**src/rtl/enum_sched.sv**
```systemverilog
// Round-robin owner arbitration for one shared enumerator: grants one client per
// session, latches its {max,step,min}, and forwards the pull/ack handshake.
module enum_sched #(
  parameter int NREQ = 4,
  parameter int W    = 8
) (
  input  logic                   clock,
  input  logic                   reset_n,
  input  logic [NREQ-1:0]        cl_start,
  input  logic [NREQ*3*W-1:0]    cl_cfg,
  input  logic [NREQ-1:0]        cl_req,
  output logic [NREQ-1:0]        cl_grant,
  output logic [NREQ-1:0]        cl_ack,
  output logic                   cl_eol,
  output logic [NREQ-1:0]        cl_done,
  output logic [W-1:0]           value,
  output logic                   en_ready,
  output logic [W-1:0]           en_min,
  output logic [W-1:0]           en_step,
  output logic [W-1:0]           en_max,
  output logic                   en_req,
  input  logic                   en_ack,
  input  logic                   en_eol,
  input  logic [W-1:0]           en_value
);

  localparam int IW = $clog2(NREQ);

  typedef enum logic [1:0] {IDLE, LOAD, RUN, GAP} state_e;

  state_e          state_q, state_d;
  logic [IW-1:0]   last_q, last_d;
  logic [NREQ-1:0] grant_q, grant_d;
  logic            arm_q, arm_d;
  logic [W-1:0]    min_q, min_d;
  logic [W-1:0]    step_q, step_d;
  logic [W-1:0]    max_q, max_d;

  logic            pick_found;
  logic [IW-1:0]   pick_idx;
  logic [IW:0]     cand;
  logic [3*W-1:0]  pick_cfg;
  logic            owner_start;
  logic            owner_req;
  logic            run;
  logic            sess_end;

  // Search starts one past the last owner and wraps modulo NREQ.
  always_comb begin
    pick_found = 1'b0;
    pick_idx   = '0;
    cand       = '0;
    for (int unsigned k = 0; k < NREQ; k++) begin
      cand = {1'b0, last_q} + (IW+1)'(k + 1);
      if (cand >= (IW+1)'(NREQ)) cand = cand - (IW+1)'(NREQ);
      if (!pick_found && cl_start[cand[IW-1:0]]) begin
        pick_found = 1'b1;
        pick_idx   = cand[IW-1:0];
      end
    end
  end

  always_comb begin
    pick_cfg = '0;
    for (int unsigned i = 0; i < NREQ; i++) begin
      if (pick_idx == IW'(i)) pick_cfg = cl_cfg[3*W*i +: 3*W];
    end
  end

  assign owner_start = |(cl_start & grant_q);
  assign owner_req   = |(cl_req & grant_q);
  assign run         = (state_q == RUN);
  assign sess_end    = run && ((en_ack && en_eol) || !owner_start);

  always_comb begin
    state_d = state_q;
    last_d  = last_q;
    grant_d = grant_q;
    arm_d   = 1'b1;
    min_d   = min_q;
    step_d  = step_q;
    max_d   = max_q;
    case (state_q)
      IDLE: begin
        // arm_q holds off arbitration for the first edge after reset release.
        if (arm_q && pick_found) begin
          state_d = LOAD;
          last_d  = pick_idx;
          grant_d = NREQ'(1) << pick_idx;
          {max_d, step_d, min_d} = pick_cfg;
        end
      end
      LOAD: state_d = RUN;
      RUN: begin
        if (sess_end) begin
          state_d = GAP;
          grant_d = '0;
        end
      end
      GAP:     state_d = IDLE;
      default: state_d = IDLE;
    endcase
  end

  always_ff @(posedge clock or negedge reset_n) begin
    if (!reset_n) begin
      state_q <= IDLE;
      last_q  <= IW'(NREQ - 1);
      grant_q <= '0;
      arm_q   <= 1'b0;
      min_q   <= '0;
      step_q  <= '0;
      max_q   <= '0;
    end else begin
      state_q <= state_d;
      last_q  <= last_d;
      grant_q <= grant_d;
      arm_q   <= arm_d;
      min_q   <= min_d;
      step_q  <= step_d;
      max_q   <= max_d;
    end
  end

  assign cl_grant = grant_q;
  assign cl_ack   = en_ack ? grant_q : '0;
  assign cl_done  = sess_end ? grant_q : '0;
  assign cl_eol   = run && en_eol;
  assign value    = run ? en_value : '0;
  assign en_ready = (state_q == LOAD) || run;
  assign en_req   = run && owner_req && owner_start;
  assign en_min   = min_q;
  assign en_step  = step_q;
  assign en_max   = max_q;

endmodule

```
**config.mk**
```make
export PLATFORM = sky130hd
export DESIGN_NAME = enum_sched
export DESIGN_NICKNAME = d
export VERILOG_FILES = /design/src/rtl/enum_sched.sv
export SDC_FILE = /design/constraint.sdc
export NUM_CORES = 1
export LEC_CHECK = 0
export CAP_MARGIN = 20
export CORE_MARGIN = 2
export CORE_UTILIZATION = 32
export CTS_CLUSTER_DIAMETER = 120
export DETAILED_ROUTE_END_ITERATION = 8
export PLACE_DENSITY_LB_ADDON = 0.12
export SLEW_MARGIN = 20
export SYNTH_ARGS = -nofsm -noshare
export SYNTH_HDL_FRONTEND = slang
export SYNTH_SLANG_ARGS = --single-unit
```
**constraint.sdc**
```tcl
create_clock -name clock -period 2.05 [get_ports clock]
set_clock_uncertainty 0.2 [all_clocks]
set_input_delay 0.41 -clock clock [delete_from_list [all_inputs] [get_ports clock]]
set_output_delay 0.41 -clock clock [all_outputs]
set_load 0.02 [all_outputs]
```
Word-level counts from Yosys, hierarchy flattened
Cells that the tools add are included.
- RAM bits: 0
- bits in read-only memories: 0
- register bits after elaboration: 33
- memories kept: 0
- latch bits: 0
- multiply operators: 0
- div/mod/pow operators: 0
- reduce and logical (&&, ||, !) cells: 23
- equality and inequality tests: 8
- multiplexer cells: 33
- shift-type cells: 1
- bitwise logic cells: 2
- add/subtract/negate cells: 8
- magnitude comparators: 8
- operators by type and width (cell ; count):
    $mux 24 ; 4
    $mux 2 ; 10
    $mux 4 ; 4
    $ge 3x3->1 const B ; 4
    $lt 2x3->1 const B ; 4
    $logic_and 1x1->1 ; 9
    $and 4x4->4 ; 2
    $bmux 1 s2 ; 4
    $eq 2x2->1 const B ; 4
    $mux 1 ; 8
    $mux 8 ; 1
    $pmux 2 s4 ; 1
    $pmux 4 s2 ; 1
    $reduce_or 4->1 ; 2
    $sub 2x1->2 const B ; 4
    $add 2x2->3 const B ; 2
    $eq 2x1->1 const B ; 2
    $logic_not 1->1 ; 4
    $logic_not 2->1 ; 2
    $reduce_and 2->1 ; 2
    $shl 1x2->4 const A ; 1
    $add 2x1->3 const B ; 1
    $add 2x3->3 const B ; 1
    $reduce_and 3->1 ; 1
    4 further kinds ; 5

Longest topological paths before layout
- word-level depth: 20
- depth in mapped cells: 8
- depth with buffers taken out: 6

Worst setup path after synthesis
No wires, ideal clock.
- path type: input to register
- from: input port cl_start[3]
- to: register min_q[0] (netlist: en_min[0])
- library setup time: 0.094 ns
- slack: -0.249 ns
- arrival: 2.005 ns
- buffers on the path: 4
- stages on the path: 8
- cell sequence: buf_6 -> or4_4 -> and3_4 -> buf_6 -> and2_4 -> buf_6 -> buf_6 -> a221oi_2
- word-level cells in the longest chain between the ends: 17
- elaborated cells on any way between the ends: 32
- ends and longest elaborated chain (element ; RTL line ; source):
    start, declared ; 9 ; input logic [NREQ-1:0] cl_start,
    $bmux 1 s2 ; 56 ; if (!pick_found && cl_start[cand[IW-1:0]]) begin
    $mux 1 (implied by the code) ; 56 ;
    $mux 1 ; 56 ;
    $logic_not 1->1 ; 56 ;
    $logic_and 1x1->1 ; 56 ;
    $mux 1 ; 56 ;
    $logic_not 1->1 ; 56 ;
    $logic_and 1x1->1 ; 56 ;
    $mux 1 ; 56 ;
    $logic_not 1->1 ; 56 ;
    $logic_and 1x1->1 ; 56 ;
    $mux 2 ; 56 ;
    $logic_not 2->1 ; 66 ; if (pick_idx == IW'(i)) pick_cfg = cl_cfg[3*W*i +: 3*W];
    $mux 24 (4 in a row) ; 66 ;
    end signal, assigned ; 119 ; min_q <= min_d;
    end, declared ; 35 ; logic [W-1:0] min_q, min_d;
Parallel ways exist; a longest one is shown, timed or not. The select of a mux whose other input is x is not followed.
A chain may end at the register's enable or synchronous reset.

Worst setup path after layout
- from: input port en_eol
- to: output port cl_done[1]
- word-level cells in the longest chain between the ends: 4
- ends and longest elaborated chain (element ; RTL line ; source):
    start, declared ; 23 ; input logic en_eol,
    $logic_and 1x1->1 ; 73 ; assign sess_end = run && ((en_ack && en_eol) || !owner_start);
    $logic_or 1x1->1 ; 73 ;
    $logic_and 1x1->1 ; 73 ;
    $mux 4 ; 127 ; assign cl_done = sess_end ? grant_q : '0;
    end, declared ; 15 ; output logic [NREQ-1:0] cl_done,
Every way passes these cells.

==> impl_metrics.env <==
export IMPL_ys_warn_count=0
export IMPL_yosys_top_cells_area="dfrtp_1, a221oi_2, mux2i_1"
export IMPL_via_per_inst=5.044
export IMPL_grt_usage_pct=20.91
export IMPL_place_area_um2=4288
export IMPL_cts_max_level=2
export IMPL_syn_to_final_growth_pct=96.68
export IMPL_cp_end_kind="output pin"
export IMPL_synth_top_cell_by_area="dfrtp_1"
export IMPL_start_util_pct=32.93
export IMPL_status="finished, final reports clean"
export IMPL_seq_area_um2=828.3
export IMPL_grt_max_degree=34
export IMPL_crit_required_ps=1440
export IMPL_cpPeakStageDelay_ps=510
export IMPL_p_leak_nw=2.132
export IMPL_die_area_um2=8131
export IMPL_async_flop_share_pct=100.0
export IMPL_synth_area_um2=2376
export IMPL_wl_per_cell_um=16.69
export IMPL_cts_tree="done"
export IMPL_path_class="in2out"
export IMPL_portBuffers=162
export IMPL_drc=0
export IMPL_cts_root_buffer="clkbuf_8"
export IMPL_r2r_start="last_q[1]"
export IMPL_cap_viol_max_count=0
export IMPL_clk_pin_slew_ps=70
export IMPL_routed_wl_mm=9.079
export IMPL_nFillCells=626
export IMPL_firstDrtPassIters=4
export IMPL_ios=163
export IMPL_hold_class="reg2reg"
export IMPL_seq_area_frac_synth_pct=34.86
export IMPL_final_cells=544
export IMPL_cpLargestDelayFamily="buffers and inverters"
export IMPL_multiInputGateArea_um2=1461
export IMPL_path_cells="clkdlybuf4s50_1 -> nand2_2 -> a21boi_2 -> and2_1 -> buf_6"
export IMPL_synth_edf_count=0
export IMPL_place_hpwl_mm=6.205
export IMPL_crit_slowest_cell="clkdlybuf4s50_1"
export IMPL_hp_start="state_q[0]"
export IMPL_max_freq_mhz=488.5
export IMPL_peakVddDrop_mv=0.5616
export IMPL_startpoint_type="input port"
export IMPL_dp_cells=519
export IMPL_grt_overflow=0
export IMPL_finalHoldViolCount=0
export IMPL_cp_buffers_inverters=2
export IMPL_synth_most_common_cell="dfrtp_1"
export IMPL_cellPowerDensity_nw_per_um2=1182
export IMPL_vias=2744
export IMPL_fin_area_um2=4673
export IMPL_final_nets=563
export IMPL_antenna_found_initial=0
export IMPL_synth_top_cell_area_share_pct=32.65
export IMPL_drtAntennaViolNets=0
export IMPL_synthCells=249
export IMPL_slew_viol_final=0
export IMPL_core_area_um2=7214
export IMPL_numCtsBuffers=5
export IMPL_place_congestion=0.7764
export IMPL_grt_pass1_vias=2821
export IMPL_rows=31
export IMPL_period_needed_ps=2047
export IMPL_crit_arrival_ps=1440
export IMPL_synth_ff_type="dfrtp_1"
export IMPL_ys_seq_elements=33
export IMPL_cts_buffer_depth=2
export IMPL_synthTopCellsByCount="dfrtp_1, inv_1, a21oi_1"
export IMPL_drive_gt1_share_pct=27.19
export IMPL_syn_avg_cell_area_um2=9.542
export IMPL_ys_types=34
export IMPL_rsz0062_at_grt="true"
export IMPL_crit_start="en_eol"
export IMPL_clkLatencyLatePin_ps=280
export IMPL_antenna_cells=0
export IMPL_cts_sinks=33
export IMPL_first_iter_violations=131
export IMPL_grt_first_pass_wirelength_mm=13.86
export IMPL_die_w_um=90.17
export IMPL_finalCritPeriodShare_pct=99.85
export IMPL_fin_setup_tns_ps=0
export IMPL_setup_violations=0
export IMPL_die_h_um=90.17
export IMPL_syn_nets=368
export IMPL_cp_max_fo=4
## worst paths after layout
check,end,slack (ps),depth (start not counted)
max,cl_done[1],3,5
min,state_q[0],300,1
max reg2reg,en_max[0],60,5
min reg2reg,state_q[0],300,1
max in group asynchronous,last_q[1],810,3
min in group asynchronous,en_max[7],490,3
## cells by family after synthesis
| kind of cell | share of synthesized area, % |
|---|---|
| fa+ha+maj | 1.580 |
| flops | 34.86 |
| other cells | 0.1578 |
| simple gates | 9.478 |
| buf+inv | 9.478 |
| compound gates | 33.91 |
| mux | 10.53 |
## per-layer routing
layer | track usage [%] | share of wire [%] | wire [um] | vias up
met3 | 5.784 | 7.3 | 666 | 11
li1 | - | - | - | 1323
met1 | 23.17 | 40 | 3610 | 1290
met5 | 0 | 0 | 0 | -
met2 | 39.22 | 52 | 4701 | 120
met4 | 5.256 | 1.1 | 101 | 0
## area by class of cell
| cell class | count | area share [%] |
|---|---|---|
| well taps | 99 | 2.651 |
| clock buffers | 7 | 2.062 |
| repair buffers | 206 | 43.94 |
| multi-input cells | 170 | 31.27 |
| clock inverters | 1 | 0.1071 |
| inverters | 28 | 2.249 |
| flip-flops and latches | 33 | 17.72 |
## stage by stage
step                      worst slack, ps  utilization [%]  power (mW)  hold WS (ps)
after CTS                          -5.675            62.50       5.292         305.3
after global placement             -744.4            59.43       4.580         277.9
after floorplan                    -137.3                -       3.093        -85.59
after global routing               -64.49            64.78       5.878         331.6
final                               2.975            64.78       5.526         301.9
after detailed placement           -740.2            59.43       4.641         279.8
## repair_timing
item / 4_1_cts / 5_1_grt
pin swaps: 7 / 5
hold buffers: 1 / 0
endpoints found under the hold margin: 31 / 0
resized for setup: 90 / 42
setup buffers: 2 / 8
gates cloned: 4 / 2
endpoints found under the setup margin: 49 / 45
## worst reg2reg max path: stages (launching register included)
cell	delay, ps
dfstp_2	590
dlymetal6s2s_1	180
o21bai_1	150
a32o_1	300
and2_4	350
a221oi_2	110
## cell usage in the layout, fill, tap and decap left out, types with 4 or more instances in the layout
cell,n
a22oi_1,4
o21ai_0,4
and2_1,17
clkbuf_8,7
dfrtp_1,31
o22ai_2,10
a221oi_2,21
clkdlybuf4s50_1,136
a21oi_1,26
buf_12,6
buf_2,10
o22ai_1,15
inv_1,28
buf_6,11
nand2_1,10
clkbuf_2,8
buf_4,26
mux2i_1,25
## flip-flops by register name, summed over array words and instances (netlist names)
register and flops:
state_q 2, arm_q 1, cl_grant 4, en_max 8
en_step 8, en_min 8, last_q 2
## report_power, final
group	internal, mW	switching [mW]
Clock	0.304	0.260
Sequential	0.965	0.259
Combinational	1.94	1.80
(Power assumes the default switching activity.)
